<file path="src/rtl/rom_boot_loader_pkg.sv">
// Shared types and protocol constants for the UART ROM boot loader.
// Optional checksum stage enabled by defining BOOT_CKSUM_EN.
package rom_boot_loader_pkg;

    localparam int LEN_BYTES  = 4;
    localparam int WORD_BYTES = 4;

`ifdef BOOT_CKSUM_EN
    typedef enum logic [2:0] {
        S_LEN   = 3'd0,
        S_DATA  = 3'd1,
        S_CKSUM = 3'd2,
        S_DONE  = 3'd3,
        S_ERR   = 3'd4
    } boot_state_e;
`else
    typedef enum logic [2:0] {
        S_LEN   = 3'd0,
        S_DATA  = 3'd1,
        S_DONE  = 3'd3,
        S_ERR   = 3'd4
    } boot_state_e;
`endif

    typedef enum logic [1:0] {
        RX_IDLE  = 2'd0,
        RX_START = 2'd1,
        RX_DATA  = 2'd2,
        RX_STOP  = 2'd3
    } rx_state_e;

    // Little-endian byte accumulation: newest byte lands in the top lane.
    function automatic logic [31:0] shift_in_byte(input logic [31:0] acc, input logic [7:0] b);
        return {b, acc[31:8]};
    endfunction

endpackage

</file>
<file path="src/rtl/rom_boot_loader_uart_rx.sv">
// 8N1 UART receiver: synchroniser, bit timer and deserialiser (module boot_uart_rx).
// Emits one-cycle rx_valid with rx_byte, or one-cycle rx_ferr on a low stop bit.
module boot_uart_rx
    import rom_boot_loader_pkg::*;
#(
    parameter int CLKS_PER_BIT = 434
) (
    input  logic       clk,
    input  logic       rst,
    input  logic       rxd,
    output logic       rx_valid,
    output logic [7:0] rx_byte,
    output logic       rx_ferr
);

    localparam int CNT_W = $clog2(CLKS_PER_BIT + 1);
    localparam logic [CNT_W-1:0] HALF_M1 = CNT_W'(CLKS_PER_BIT / 2 - 1);
    localparam logic [CNT_W-1:0] FULL_M1 = CNT_W'(CLKS_PER_BIT - 1);

    rx_state_e        state_q, state_d;
    logic [CNT_W-1:0] cnt_q, cnt_d;
    logic [2:0]       bit_idx_q, bit_idx_d;
    logic [7:0]       shift_q, shift_d;
    logic             meta_q, sync_q, prev_q;
    logic             valid_q, valid_d;
    logic             ferr_q, ferr_d;

    always_ff @(posedge clk or posedge rst) begin
        if (rst) begin
            meta_q    <= 1'b1;
            sync_q    <= 1'b1;
            prev_q    <= 1'b1;
            state_q   <= RX_IDLE;
            cnt_q     <= '0;
            bit_idx_q <= 3'd0;
            shift_q   <= 8'd0;
            valid_q   <= 1'b0;
            ferr_q    <= 1'b0;
        end else begin
            meta_q    <= rxd;
            sync_q    <= meta_q;
            prev_q    <= sync_q;
            state_q   <= state_d;
            cnt_q     <= cnt_d;
            bit_idx_q <= bit_idx_d;
            shift_q   <= shift_d;
            valid_q   <= valid_d;
            ferr_q    <= ferr_d;
        end
    end

    always_comb begin
        state_d   = state_q;
        cnt_d     = cnt_q;
        bit_idx_d = bit_idx_q;
        shift_d   = shift_q;
        valid_d   = 1'b0;
        ferr_d    = 1'b0;
        case (state_q)
            RX_IDLE: begin
                cnt_d     = '0;
                bit_idx_d = 3'd0;
                if (prev_q && !sync_q) begin
                    state_d = RX_START;
                end else begin
                    state_d = RX_IDLE;
                end
            end
            RX_START: begin
                // Line high again at mid start bit means it was a glitch.
                if (cnt_q == HALF_M1) begin
                    cnt_d   = '0;
                    state_d = sync_q ? RX_IDLE : RX_DATA;
                end else begin
                    cnt_d = cnt_q + CNT_W'(1);
                end
            end
            RX_DATA: begin
                if (cnt_q == FULL_M1) begin
                    cnt_d     = '0;
                    shift_d   = {sync_q, shift_q[7:1]};
                    bit_idx_d = bit_idx_q + 3'd1;
                    if (bit_idx_q == 3'd7) begin
                        state_d = RX_STOP;
                    end else begin
                        state_d = RX_DATA;
                    end
                end else begin
                    cnt_d = cnt_q + CNT_W'(1);
                end
            end
            RX_STOP: begin
                if (cnt_q == FULL_M1) begin
                    cnt_d   = '0;
                    state_d = RX_IDLE;
                    valid_d = sync_q;
                    ferr_d  = !sync_q;
                end else begin
                    cnt_d = cnt_q + CNT_W'(1);
                end
            end
            default: begin
                state_d = RX_IDLE;
                cnt_d   = '0;
            end
        endcase
    end

    assign rx_valid = valid_q;
    assign rx_byte  = shift_q;
    assign rx_ferr  = ferr_q;

endmodule

</file>
<file path="src/rtl/rom_boot_loader.sv">
// Boot loader top: length/word protocol FSM driving the ROM write port and core reset.
// Define BOOT_CKSUM_EN to require a trailing 8-bit sum byte before releasing the core.
module rom_boot_loader
    import rom_boot_loader_pkg::*;
#(
    parameter int CLK_FREQ = 50_000_000,
    parameter int BAUD     = 115200,
    parameter int ADDR_W   = 12
) (
    input  logic              clk,
    input  logic              rst,
    input  logic              uart_rxd,
    output logic              rom_we,
    output logic [ADDR_W-1:0] rom_waddr,
    output logic [31:0]       rom_wdata,
    output logic              core_rst,
    output logic              boot_done,
    output logic              boot_err
);

    localparam int          CLKS_PER_BIT = CLK_FREQ / BAUD;
    localparam logic [31:0] CAPACITY     = 32'd1 << ADDR_W;
`ifdef BOOT_CKSUM_EN
    localparam boot_state_e S_FINAL = S_CKSUM;
`else
    localparam boot_state_e S_FINAL = S_DONE;
`endif

    logic       rx_valid_s, rx_ferr_s;
    logic [7:0] rx_byte_s;

    boot_uart_rx #(.CLKS_PER_BIT(CLKS_PER_BIT)) u_rx (
        .clk      (clk),
        .rst      (rst),
        .rxd      (uart_rxd),
        .rx_valid (rx_valid_s),
        .rx_byte  (rx_byte_s),
        .rx_ferr  (rx_ferr_s)
    );

    boot_state_e       state_q, state_d;
    logic [31:0]       len_q, len_d;
    logic [31:0]       word_q, word_d;
    logic [1:0]        byte_idx_q, byte_idx_d;
    logic [ADDR_W-1:0] word_idx_q, word_idx_d;
    logic              rom_we_q, rom_we_d;
    logic [ADDR_W-1:0] rom_waddr_q, rom_waddr_d;
    logic [31:0]       rom_wdata_q, rom_wdata_d;
    logic              core_rst_q, core_rst_d;
    logic              boot_done_q, boot_done_d;
    logic              boot_err_q, boot_err_d;
    logic [31:0]       new_len_s, new_word_s;
`ifdef BOOT_CKSUM_EN
    logic [7:0]        sum_q, sum_d;
`endif

    always_ff @(posedge clk or posedge rst) begin
        if (rst) begin
            state_q     <= S_LEN;
            len_q       <= 32'd0;
            word_q      <= 32'd0;
            byte_idx_q  <= 2'd0;
            word_idx_q  <= '0;
            rom_we_q    <= 1'b0;
            rom_waddr_q <= '0;
            rom_wdata_q <= 32'd0;
            core_rst_q  <= 1'b1;
            boot_done_q <= 1'b0;
            boot_err_q  <= 1'b0;
`ifdef BOOT_CKSUM_EN
            sum_q       <= 8'd0;
`endif
        end else begin
            state_q     <= state_d;
            len_q       <= len_d;
            word_q      <= word_d;
            byte_idx_q  <= byte_idx_d;
            word_idx_q  <= word_idx_d;
            rom_we_q    <= rom_we_d;
            rom_waddr_q <= rom_waddr_d;
            rom_wdata_q <= rom_wdata_d;
            core_rst_q  <= core_rst_d;
            boot_done_q <= boot_done_d;
            boot_err_q  <= boot_err_d;
`ifdef BOOT_CKSUM_EN
            sum_q       <= sum_d;
`endif
        end
    end

    assign new_len_s  = shift_in_byte(len_q, rx_byte_s);
    assign new_word_s = shift_in_byte(word_q, rx_byte_s);

    always_comb begin
        state_d     = state_q;
        len_d       = len_q;
        word_d      = word_q;
        byte_idx_d  = byte_idx_q;
        word_idx_d  = word_idx_q;
        rom_we_d    = 1'b0;
        rom_waddr_d = rom_waddr_q;
        rom_wdata_d = rom_wdata_q;
`ifdef BOOT_CKSUM_EN
        sum_d       = sum_q;
        if (rx_valid_s && (state_q == S_LEN || state_q == S_DATA)) begin
            sum_d = sum_q + rx_byte_s;
        end else begin
            sum_d = sum_q;
        end
`endif
        case (state_q)
            S_LEN: begin
                if (rx_ferr_s) begin
                    state_d = S_ERR;
                end else if (rx_valid_s) begin
                    len_d      = new_len_s;
                    byte_idx_d = byte_idx_q + 2'd1;
                    if (byte_idx_q == 2'(LEN_BYTES - 1)) begin
                        if (new_len_s > CAPACITY) begin
                            state_d = S_ERR;
                        end else if (new_len_s == 32'd0) begin
                            state_d = S_FINAL;
                        end else begin
                            state_d = S_DATA;
                        end
                    end else begin
                        state_d = S_LEN;
                    end
                end else begin
                    state_d = S_LEN;
                end
            end
            S_DATA: begin
                if (rx_ferr_s) begin
                    state_d = S_ERR;
                end else if (rx_valid_s) begin
                    word_d     = new_word_s;
                    byte_idx_d = byte_idx_q + 2'd1;
                    if (byte_idx_q == 2'(WORD_BYTES - 1)) begin
                        rom_we_d    = 1'b1;
                        rom_waddr_d = word_idx_q;
                        rom_wdata_d = new_word_s;
                        word_idx_d  = word_idx_q + ADDR_W'(1);
                        // N <= capacity, so the last index never needs to wrap.
                        if (32'(word_idx_q) == len_q - 32'd1) begin
                            state_d = S_FINAL;
                        end else begin
                            state_d = S_DATA;
                        end
                    end else begin
                        state_d = S_DATA;
                    end
                end else begin
                    state_d = S_DATA;
                end
            end
`ifdef BOOT_CKSUM_EN
            S_CKSUM: begin
                if (rx_ferr_s) begin
                    state_d = S_ERR;
                end else if (rx_valid_s) begin
                    state_d = (rx_byte_s == sum_q) ? S_DONE : S_ERR;
                end else begin
                    state_d = S_CKSUM;
                end
            end
`endif
            S_DONE:  state_d = S_DONE;
            S_ERR:   state_d = S_ERR;
            default: state_d = S_ERR;
        endcase
        // Status flags track the next state so they change together with it.
        core_rst_d  = (state_d != S_DONE);
        boot_done_d = (state_d == S_DONE);
        boot_err_d  = (state_d == S_ERR);
    end

    assign rom_we    = rom_we_q;
    assign rom_waddr = rom_waddr_q;
    assign rom_wdata = rom_wdata_q;
    assign core_rst  = core_rst_q;
    assign boot_done = boot_done_q;
    assign boot_err  = boot_err_q;

endmodule

</file>
<file path="config.mk">
export PLATFORM = sky130hd
export DESIGN_NAME = rom_boot_loader
export DESIGN_NICKNAME = d
export VERILOG_FILES = /design/src/rtl/rom_boot_loader_pkg.sv /design/src/rtl/rom_boot_loader_uart_rx.sv /design/src/rtl/rom_boot_loader.sv
export SDC_FILE = /design/constraint.sdc
export NUM_CORES = 1
export LEC_CHECK = 0
export ABC_AREA = 0
export CORE_MARGIN = 2
export CORE_UTILIZATION = 45
export DETAILED_ROUTE_END_ITERATION = 6
export PLACE_DENSITY_LB_ADDON = 0.2
export REMOVE_ABC_BUFFERS = 1
export SYNTH_ARGS = -nofsm -noshare
export SYNTH_HDL_FRONTEND = slang
export SYNTH_SLANG_ARGS = --single-unit
</file>
<file path="constraint.sdc">
create_clock -name clk -period 15.5 [get_ports clk]
set_input_delay 3.875 -clock clk [delete_from_list [all_inputs] [get_ports clk]]
set_output_delay 3.875 -clock clk [all_outputs]
set_load 0.03 [all_outputs]
</file>
# ---- Word-level counts from Yosys, hierarchy flattened
# Cells that the tools add are included.
dict set report totals {
  reg_bits 156
  input_bits 3
  output_inout_bits 48
  word_cells 88
}
dict set report classes {
  add_sub_neg 5
  order_cmp 1
  n_eq_ne 16
  mux 30
  n_bitwise 1
  reduce_logical 15
}
# op count
set op_table {}
lappend op_table {{$eq 12x32->1} 1}
lappend op_table {{$gt 32x13->1 const B} 1}
lappend op_table {{$logic_not 32->1} 1}
lappend op_table {{$sub 32x1->32 const B} 1}
lappend op_table {{$pmux 9 s3} 1}
lappend op_table {{$mux 3} 8}
lappend op_table {{$mux 9} 2}
lappend op_table {{$add 12x1->12 const B} 1}
lappend op_table {{$mux 2} 6}
lappend op_table {{$reduce_and 3->1} 4}
lappend op_table {{$mux 1} 10}
lappend op_table {{$add 9x1->9 const B} 1}
lappend op_table {{$eq 9x8->1 const B} 1}
lappend op_table {{$eq 9x9->1 const B} 1}
lappend op_table {{$pmux 3 s3} 1}
lappend op_table {{$pmux 2 s4} 1}
lappend op_table {{$eq 2x2->1 const B} 3}
lappend op_table {{$eq 3x2->1 const B} 2}
lappend op_table {{$eq 3x3->1 const B} 2}
lappend op_table {{$ne 2x1->1 const B} 3}
lappend op_table {{$pmux 3 s2} 1}
lappend op_table {{$reduce_and 2->1} 2}
lappend op_table {{$reduce_and 4->1} 1}
lappend op_table {{$reduce_or 2->1} 2}
lappend op_table {{other kinds (11)} 11}

# ---- Longest topological paths before layout
# Gate-level depths: netlist of run 1.
dict set report logic_depth {
  ltp_word 8
  ltp_mapped 9
  depth_no_buf 9
}

# ---- Hierarchy
# Synthesis of run 1 repeated with hierarchy kept, for this count alone.
dict set report hier_totals {
  hier_cells 598
  area_unflattened_um2 6590.1
}
# module n_inst cells_each area_per_inst_um2 seq_area_each_um2
set by_module_without_submodules {}
lappend by_module_without_submodules {rom_boot_loader 1 493 5355.1 3029.2}
lappend by_module_without_submodules {boot_uart_rx 1 105 1234.9 679.4}

# ---- Worst setup path after synthesis of run 1
# No wires, ideal clock.
dict set report synth_path {
  kind {register to output}
  start {reg core_rst_q (netlist: core_rst)}
  end {out core_rst}
  arrival_time_ps 588
  t_required_ps 11625
  path_slack_ps 11037
  path_stages_with_launch 1
  path_buffers 0
  cell_sequence {dfstp_2}
}
# element line
set synth_rtl {}
lappend synth_rtl {{start, declared} rom_boot_loader.sv:49} ;# logic core_rst_q, core_rst_d;
lappend synth_rtl {{start signal, assigned} rom_boot_loader.sv:82} ;# core_rst_q <= core_rst_d;
lappend synth_rtl {{end, declared} rom_boot_loader.sv:16} ;# output logic core_rst,
# No word-level cell between the ends.

# ---- Final worst setup path of run 1
dict set report layout_path {
  start {reg core_rst_q (netlist: core_rst)}
  end {out core_rst}
}
# No word-level cell between the ends.

==> results of run 1 <==
-- power groups by stage --
stage / clock [mW] / sequential, mW / combinational, mW
2_1_floorplan: 0 / 0.407 / 0.0204
3_3_place_gp: 0 / 0.409 / 0.0253
3_5_place_dp: 0 / 0.410 / 0.0270
4_1_cts: 0.421 / 0.403 / 0.0274
5_1_grt: 0.439 / 0.404 / 0.0308
6_report: 0.412 / 0.403 / 0.0263
-- registers in the layout (all words and copies together) (netlist names), 2 cells and up, named ones only --
register and flops:
len_q 32, rom_wdata 32, word_q 24, rom_waddr 12, word_idx_q 12, u_rx.cnt_q 9
u_rx.rx_byte 8, state_q 3, u_rx.bit_idx_q 3, byte_idx_q 2
-- synthesized netlist by cell type, drive strengths merged (2+ instances only) --
master | number | area share, %
nor4b | 3 | 0.40
dfstp | 4 | 1.6
nor2 | 32 | 1.8
a31oi | 4 | 0.38
dfrtp | 144 | 55
nand4 | 12 | 1.2
or4 | 6 | 0.80
nand4b | 3 | 0.40
xnor2 | 27 | 3.6
nand2b | 2 | 0.19
and4 | 3 | 0.40
nor2b | 4 | 0.38
o211ai | 2 | 0.23
nor4 | 9 | 1.2
xor2 | 14 | 1.9
a22oi | 3 | 0.34
o21a | 2 | 0.23
nand2 | 19 | 1.1
clkbuf | 14 | 0.80
buf | 4 | 0.36
inv | 11 | 0.63
nand3 | 16 | 1.2
a211oi | 2 | 0.23
and3 | 7 | 0.66
mux2 | 107 | 18
ha | 8 | 1.5
o21ai | 16 | 1.2
a21oi | 7 | 0.53
nor3 | 9 | 0.76
or3 | 3 | 0.30
nor3b | 4 | 0.53
-- final timing paths --
check	start	end	slack [ns]	cells after the start
setup / recovery	core_rst	core_rst	10.03	1
hold / removal	u_rx.meta_q	u_rx.sync_q	0.36	0
hold reg to reg	u_rx.meta_q	u_rx.sync_q	0.36	0
min in group asynchronous	rst	word_q[11]	3.97	2
setup reg to reg	len_q[0]	core_rst	12.47	7
max in group asynchronous	rst	rom_waddr[7]	10.26	3
-- per-stage QoR --
stage / std cells / utilization, % / total power, mW
2_1_floorplan: 497 / - / 0.428
3_3_place_gp: 734 / 50.3 / 0.434
3_5_place_dp: 734 / 50.3 / 0.436
4_1_cts: 766 / 54.4 / 0.851
5_1_grt: 766 / 54.4 / 0.873
6_report: 766 / 54.4 / 0.841
-- worst register-to-register path: cells and delay by family (launching register included) --
family / cells / cell delay, ns
flops: 1 / 0.44
compound gates: 1 / 0.22
xor+xnor: 1 / 0.17
simple gates: 5 / 2.14
-- area by class of cell --
type / count / area, um2
multi-input combinational: 338 / 2740
clock inverter: 12 / 141
sequential: 148 / 3710
clock buffer: 20 / 457
tap: 184 / 230
timing repair buffer: 53 / 523
inverter: 11 / 46.3
fill: 1225 / 6570
-- metal layers --
layer / track usage, % / part of all wire [%]
met5: 0 / 0
met4: 6.21 / 1.5
met3: 3.21 / 3.8
met2: 25.7 / 47
met1: 23.6 / 48
-- kinds of logic (layout without fill, tap and decap cells) --
logic type                 Yosys count  count (layout)  synth area share [%]
xor gates and xnor gates            41              41                  5.44
muxes                              108             108                  18.4
AOI/OAI and AO/OA                   46              46                  4.49
buffers and inverters               30              96                  2.28
DFF                                148             148                  56.2
adders and majority gates            8               8                  1.52
and+or+nand+nor                    135             135                  11.7
==> results by group, run 1 <==
STA
  – Hold Violations, Final: 0
  – Setup TNS: 0 ns
  – Unrepaired setup endpoints after global routing: false
  – Worst slew pin tran: 1.05 ns
  – Fin Clk Skew: 0.0117 ns
  – Fmax: 183 MHz
  – Worst hold slack: 0.358 ns
  – Final setup fails: 0
  – Final max-slew violation count: 0
  – Period utilisation layout: 35.3%
  – Final min period: 5.47 ns
  – Slack of the critical path: 10.03 ns
  – Max-slew headroom: 30.1%

Global routing
  – Pin count of the biggest net entering global routing: 90
  – Number of global-route vias before repair: 4280
  – GRT Util Overall: 16.7%
  – Gr ovfl total: 0
  – Initial antenna violation count: 0
  – First-pass GRT wire length: 21300 um

Route
  – Via-to-Cell Ratio: 5.52
  – Routed Antenna Nets: 0
  – DR DRC count: 0
  – DR pass1 iterations: 5
  – Post-Route WL: 12500 um
  – Iteration-0 DRC Markers: 335
  – Routed wire per std cell: 16.3 um
  – DR vias: 4230

Placed design
  – Gpl congestion: 0.841
  – PortBufs: 50
  – Worst slack at placement: 9.71 ns
  – Dpl cell area: 7250 um2
  – Hpwl dp: 8240 um

Layout
  – Most frequent cells in the layout: dfrtp_1, mux2_2, clkdlybuf4s50_1, nor2_1, xnor2_1
  – Final net count: 580
  – Area Growth Syn to Fin: 19.0%
  – Share of cells above drive strength 1: 27.3%
  – Most common cell after layout, fill and taps aside: dfrtp_1
  – Design area: 7850 um2
  – N_diodes: 0

Floorplan
  – # IOs: 51
  – Placeable Area: 14400 um2
  – Die area: 15600 um2
  – Chip Width: 125 um
  – Row cnt: 44
  – Initial Util: 45.7%
  – Die Span Y: 125 um

Setup path
  – Crit path kind: reg -> out
  – Critical Path Fanout Max: 1
  – Worst EP required: 11.62 ns
  – Critical-path cell list: clkdlybuf4s50_1
  – Worst path max stage delay: 0.66 ns
  – Crit path buf inv count: 1
  – Crit-path slowest cell: clkdlybuf4s50_1
  – CP delay by family, top: buffers and inverters
  – Crit path capture type: output pin
  – Worst path arrival time: 1.59 ns
  – Worst setup SP type: register

Status
  – Outcome: completed

Synth
  – Ys Warns: 0
  – Post-Syn Instances: 516
  – Number of distinct library cells after synthesis: 56
  – Post-synth EDFFs: 0
  – Most used DFF post-synth: dfrtp_1
  – Post-Syn Area: 6600 um2
  – Syn_area_per_cell: 12.8 um2
  – Post-synthesis register bit count: 148
  – Async S/R FF share, synth: 100%
  – Post-synthesis sequential area ratio: 56.2%

Pwr
  – Sw power: 190 uW
  – Leak pwr: 3.73 nW
  – Sequential share of power: 47.9%
  – P per Cell Area: 107 nW/um2
  – Internal Power: 651 uW
  – Logic pwr share: 3.1%
  – Worst IR Drop VDD: 0.0700 mV
  – Switching share of power: 22.5%
  – Clock share of power: 49.0%

Hold path
  – Hold Path Class: reg -> reg

Clocking
  – CTS resizes: 0
  – CTS tree: built
  – Clock transition at path regs: 0.06 ns
  – Clock Latency Late Sink: 0.42 ns
  – CTS Sinks: 148
  – H-tree Lvls: 4
  – Clk buf depth: 2
  – Root Driver: clkbuf_16
  – Hold_buf cts: 0
  – Post CTS Setup Buffer Count: 0
  – CTS buffer count: 17

Flow run
  – Max cap viols: 0
Power figures use the tool's default switching activity.
==> run 2: changes to the inputs <==
clock period = 5.1 ns   (was 15.5 ns; I/O delays follow)
==> run 2 against run 1 <==
  * Via count shrank 0.21%
  * Critical endpoint is now core_rst
  * Largest cell class unchanged
  * Die area did not move
  * Clock skew is 0.0045 ns lower
  * Highest routed layer unchanged
  * Critical path type is now reg -> reg
  * Largest power group unchanged
  * Core utilization grew 0.078 points
  * First-iteration DRC count is 12% lower
  * Count of clock-buffer cells in the layout rose by 1
  * Clock power rose to 3.1 times the previous value
==> results by group, run 2 (synthesis results as in run 1) <==
Setup path
  – Worst EP required: 5.45 ns (-6.17 ns)
  – Crit path capture type: register
  – Crit-path slowest cell: nor3b_2
  – Worst path max stage delay: 0.58 ns (-0.08 ns)
  – Worst setup SP type: register
  – Crit path kind: reg -> reg
  – Critical Path Fanout Max: 10 (+9)
  – Worst path arrival time: 3.28 ns (+1.69 ns)
  – Critical-path cell list: inv_1 -> ha_1 -> nor3b_2 -> nand3_1 -> xnor2_1 -> a2111oi_0 -> nand4_1 -> or4_4 -> o21a_1

STA
  – Final min period: 2.92 ns
  – Final setup fails: 0 (unchanged)
  – Period utilisation layout: 57.3%
  – Hold Violations, Final: 0 (unchanged)
  – Fin Clk Skew: 0.00723 ns (-0.00448 ns)
  – Fmax: 342 MHz
  – Worst hold slack: 0.364 ns (+0.00615 ns)
  – Unrepaired setup endpoints after global routing: false
  – Slack of the critical path: 2.18 ns (-7.86 ns)
  – Max-slew headroom: 26.4% (-3.7 points)
  – Final max-slew violation count: 0 (unchanged)
  – Worst slew pin tran: 1.10 ns (+0.0547 ns)

Route
  – DR pass1 iterations: 5 (unchanged)
  – DR DRC count: 0 (unchanged)
  – Routed wire per std cell: 16.5 um (+1.7%)
  – Iteration-0 DRC Markers: 296 (-12%)
  – Routed Antenna Nets: 0 (unchanged)
  – DR vias: 4221 (-0.21%)
  – Post-Route WL: 12700 um (+1.8%)
  – Via-to-Cell Ratio: 5.50 (-0.34%)

Placed design
  – Gpl congestion: 0.880 (+4.7%)
  – PortBufs: 50 (unchanged)
  – Placed Instances: 735 (+0.14%)
  – Worst slack at placement: 2.21 ns (-7.50 ns)
  – Hpwl dp: 8360 um (+1.5%)
  – Dpl cell area: 7260 um2 (+0.10%)

Floorplan
  – Placeable Area: 14400 um2 (unchanged)
  – Row cnt: 44 (unchanged)
  – Die area: 15600 um2 (unchanged)
  – Die Span Y: 125 um (unchanged)
  – # IOs: 51 (unchanged)
  – Chip Width: 125 um (unchanged)
  – Initial Util: 45.7% (unchanged)

Clocking
  – CTS buffer count: 17 (unchanged)
  – Clock Latency Late Sink: 0.42 ns (about the same)
  – Clock transition at path regs: 0.06 ns (about the same)
  – Root Driver: clkbuf_16
  – Hold_buf cts: 0 (unchanged)
  – H-tree Lvls: 4 (unchanged)
  – Clk buf depth: 2 (unchanged)
  – CTS resizes: 0 (unchanged)
  – CTS tree: built
  – CTS Sinks: 148 (unchanged)
  – Post CTS Setup Buffer Count: 0 (unchanged)

Global routing
  – Number of global-route vias before repair: 4276 (-0.093%)
  – Initial antenna violation count: 0 (unchanged)
  – GR Util met1: 23.2% (-0.44 points)
  – Most used routing layer: met2
  – GRT Util Overall: 17.0% (+0.33 points)
  – Gr ovfl total: 0 (unchanged)
  – First-pass GRT wire length: 21400 um (+0.71%)
  – Met3 Use GR: 4.32% (+1.1 points)
  – Pin count of the biggest net entering global routing: 101 (+12%)
  – Met2 GRT Util: 25.7% (+0.032 points)

Hold path
  – Hold Path Class: reg -> reg

Status
  – Outcome: completed

Pwr
  – Sequential share of power: 47.6% (-0.3 points)
  – Clock share of power: 49.2% (+0.2 points)
  – P per Cell Area: 327 nW/um2 (+210%)
  – Sw power: 561 uW (+200%)
  – Internal Power: 2.01 mW (+210%)
  – Leak pwr: 3.73 nW (+0.21%)
  – Worst IR Drop VDD: 0.190 mV (+170%)
  – Logic pwr share: 3.2% (about the same)
  – Switching share of power: 21.8% (-0.74 points)

Layout
  – Design area: 7860 um2 (+0.14%)
  – Area Growth Syn to Fin: 19.1%
  – Final net count: 581 (+0.17%)
  – Final Non-Filler Cells: 767 (+0.13%)
  – Share of cells above drive strength 1: 27.1% (-0.22 points)
  – N_diodes: 0 (unchanged)
  – Most frequent cells in the layout: dfrtp_1, mux2_2, clkdlybuf4s50_1, nor2_1, xnor2_1
  – Final core occ: 54.5% (+0.078 points)
  – Most common cell after layout, fill and taps aside: dfrtp_1
  – FILL cells: 1209 (-1.3%)

Flow run
  – Max cap viols: 0 (unchanged)
[run 2: through the flow]
step                total power, mW  TNS [ns]
CTS                            2.61         0
global route                   2.67         0
floorplan                      1.30    -21.32
global placement               1.32         0
finish                         2.57         0
detailed placement             1.33         0
[run 2: area by class of cell]
type / count / area [um2] / area share, %
Sequential cell: 148 / 3710 / 47.2
Multi-Input combinational cell: 338 / 2740 / 34.9
Timing Repair Buffer: 54 / 531 / 6.75
Clock buffer: 21 / 450 / 5.73
Tap cell: 184 / 230 / 2.93
Clock inverter: 11 / 151 / 1.93
Inverter: 11 / 46.3 / 0.589
[run 2: metal layers]
metal | part of all wire (%) | wire [um] | vias to the layer above
li1 | - | - | 1978
met2 | 46 | 5850 | 80
met3 | 3.8 | 478 | 30
met5 | 0 | 0 | -
met1 | 47 | 6010 | 2133
met4 | 2.6 | 334 | 0
[run 2: path summary, 6_finish.rpt]
check                                  from           to  slack [ns]  cells past startpoint
worst max-delay path               len_q[0]     core_rst        2.18                      9
worst min-delay path            u_rx.meta_q  u_rx.sync_q        0.36                      0
worst max register to register     len_q[0]     core_rst        2.18                      9
worst min register to register  u_rx.meta_q  u_rx.sync_q        0.36                      0
max in group asynchronous               rst   word_q[10]        2.77                      3
min in group asynchronous               rst   word_q[11]        1.40                      2
[run 2: power groups by stage]
| stage | logic, mW | registers, mW | clock network, mW |
|---|---|---|---|
| after floorplan | 0.0620 | 1.24 | 0 |
| after global placement | 0.0787 | 1.24 | 0 |
| after detailed placement | 0.0824 | 1.24 | 0 |
| after CTS | 0.0836 | 1.22 | 1.30 |
| after global routing | 0.0952 | 1.23 | 1.35 |
| final | 0.0816 | 1.22 | 1.27 |
[run 2: critical path: cells and delay by family, from the launching register on]
| kind | cells | cell delay [ns] |
|---|---|---|
| AND/OR/NAND/NOR | 4 | 1.39 |
| flip-flops | 1 | 0.43 |
| XOR/XNOR | 1 | 0.15 |
| AO/OA/AOI/OAI | 2 | 0.59 |
| adder cells (fa/ha/maj) | 1 | 0.21 |
| buffers and inverters | 1 | 0.10 |
==> run 3: changes to the inputs <==
clock period = 2.7 ns   (was 5.1 ns; I/O delays follow)
==> run 3 against run 2 <==
  * Cell count increased by 3.3%
  * Count of clock-buffer cells in the layout increased by 3
  * Highest routed layer unchanged
  * Via count increased by 1.3%
  * Maximum frequency increased by 12%
==> results by group, run 3 (synthesis results as in run 1) <==
Floorplan
  – Initial Util: 45.7% (unchanged)
  – Chip Width: 125 um (unchanged)
  – Placeable Area: 14400 um2 (unchanged)
  – # IOs: 51 (unchanged)
  – Die area: 15600 um2 (unchanged)
  – Row cnt: 44 (unchanged)
  – Die Span Y: 125 um (unchanged)

Setup path
  – Worst path arrival time: 2.96 ns (-0.32 ns)
  – Critical-path cell list: inv_1 -> ha_1 -> buf_4 -> xor2_1 -> o31a_1 -> a2111oi_2 -> nand4_1 -> or4_4 -> o21a_1
  – Reg-to-reg slack, setup: 0.09 ns (-2.09 ns)
  – Critical Path Fanout Max: 5 (-5)
  – Critical R2R Capture: core_rst
  – FF-to-FF Start: len_q[0]
  – Worst EP required: 3.05 ns (-2.40 ns)
  – Crit path buf inv count: 2 (+1)
  – Critical path launch point: len_q[0]
  – Crit path kind: reg -> reg
  – Crit path capture type: register
  – Worst setup SP type: register
  – CP endpoint: core_rst
  – Levels on crit path: 9 (unchanged)
  – Crit-path slowest cell: or4_4
  – Worst path max stage delay: 0.46 ns (-0.12 ns)
  – R2r worst-path depth: 9 (unchanged)
  – CP delay by family, top: compound AO/OA/AOI/OAI gates

Pwr
  – Sw power: 1.02 mW (+81%)
  – Sequential share of power: 47.3% (-0.3 points)
  – Logic pwr share: 3.2% (about the same)
  – Internal Power: 3.87 mW (+93%)
  – Clock share of power: 49.5% (+0.3 points)
  – Total power: 4.89 mW (+90%)
  – Leak pwr: 3.88 nW (+3.9%)
  – P per Cell Area: 601 nW/um2 (+84%)
  – Switching share of power: 20.8% (-1.0 points)
  – Worst IR Drop VDD: 0.424 mV (+120%)

Route
  – Post-Route WL: 12800 um (+0.71%)
  – DR pass1 iterations: 4 (-1)
  – DR DRC count: 0 (unchanged)
  – Iteration-0 DRC Markers: 261 (-12%)
  – Routed wire per std cell: 16.1 um (-2.5%)
  – DR vias: 4277 (+1.3%)
  – Via-to-Cell Ratio: 5.40 (-1.9%)
  – Routed Antenna Nets: 0 (unchanged)

STA
  – Fin Clk Skew: 0.00816 ns (+0.000933 ns)
  – Unrepaired setup endpoints after global routing: true
  – Slack of the critical path: 0.0911 ns (-2.09 ns)
  – Hold Violations, Final: 0 (unchanged)
  – Fmax: 383 MHz (+12%)
  – Final min period: 2.61 ns (-0.315 ns)
  – Max-slew headroom: 68.4% (+42 points)
  – Worst slew pin tran: 0.470 ns (-0.631 ns)
  – Final max-slew violation count: 0 (unchanged)
  – Final setup fails: 0 (unchanged)
  – Period utilisation layout: 96.6% (+39 points)

Layout
  – Final Non-Filler Cells: 792 (+3.3%)
  – FILL cells: 1219 (+0.83%)
  – Reg area: 3710 um2 (+0.10%)
  – Most frequent cells in the layout: dfrtp_1, mux2_2, clkdlybuf4s50_1, nor2_1, xnor2_1
  – Share of cells above drive strength 1: 30.9% (+3.8 points)
  – Final core occ: 56.5% (+2.0 points)
  – Most common cell after layout, fill and taps aside: dfrtp_1
  – Final net count: 606 (+4.3%)
  – Multi-input logic area: 2790 um2 (+1.8%)
  – N_diodes: 0 (unchanged)
  – Area Growth Syn to Fin: 23.4%

Clocking
  – Clock transition at path regs: 0.06 ns (about the same)
  – Clock Latency Late Sink: 0.42 ns (about the same)
  – Root Driver: clkbuf_16
  – CTS Sinks: 148 (unchanged)
  – CTS buffer count: 17 (unchanged)
  – H-tree Lvls: 4 (unchanged)
  – Clk buf depth: 2 (unchanged)
  – Hold_buf cts: 0 (unchanged)
  – CTS tree: built

Hold path
  – Hold Path Class: reg -> reg
  – Worst hold path depth: 0 (unchanged)

Global routing
  – First-pass GRT wire length: 21700 um (+1.4%)
  – Number of global-route vias before repair: 4330 (+1.3%)
  – Gr ovfl total: 0 (unchanged)
  – Initial antenna violation count: 0 (unchanged)
  – Pin count of the biggest net entering global routing: 55 (-46%)
  – GRT Util Overall: 17.3% (+0.33 points)

Status
  – Outcome: completed

Placed design
  – Hpwl dp: 8600 um (+2.8%)
  – Gpl congestion: 0.862 (-2.0%)
  – PortBufs: 50 (unchanged)
  – Placed Instances: 753 (+2.4%)
  – Worst slack at placement: -0.0443 ns (-2.26 ns)

Flow run
  – Max cap viols: 0 (unchanged)
[run 3: timing repair]
action                     CTS  global route
gates resized for setup      2            12
buffers inserted             0             7
pin swaps                    0             7
setup endpoints to repair    1             3
[run 3: layer usage]
metal	GRT usage (%)	share of wire, %	wire, um
met5	0	0	0
met4	7.97	2.5	313
met3	4.02	3.9	496
met2	26.0	48	6110
met1	24.1	46	5850
[run 3: through the flow]
| step | TNS, ns | cell area, um2 | hold slack (ns) |
|---|---|---|---|
| floorplan | -298.49 | 6490 | 0.345 |
| global placement | 0 | 7430 | 0.347 |
| detailed placement | -0.0443 | 7430 | 0.347 |
| CTS | 0 | 8050 | 0.354 |
| global route | -0.0160 | 8140 | 0.359 |
| finish | 0 | 8140 | 0.353 |
[run 3: area by class of cell]
cell class	count	share of cell area [%]
sequential	148	45.6
tap	184	2.83
multi-input combinational	338	34.3
timing repair buffer	79	9.28
clock inverter	8	1.89
inverter	11	0.569
clock buffer	24	5.55
[run 3: how the worst min path moves through the flow]
stage,end,from
finish,u_rx.sync_q,u_rx.meta_q
global route,u_rx.sync_q,u_rx.meta_q
CTS,u_rx.sync_q,u_rx.meta_q
detailed placement,u_rx.sync_q,u_rx.meta_q
global placement,u_rx.sync_q,u_rx.meta_q
floorplan,u_rx.sync_q,u_rx.meta_q
[run 3: power groups by stage]
stage               clock, mW  combinational [mW]  sequential, mW
floorplan                   0               0.117            2.34
global placement            0               0.158            2.35
detailed placement          0               0.164            2.35
CTS                      2.48               0.166            2.31
global route             2.58               0.194            2.32
finish                   2.42               0.158            2.31
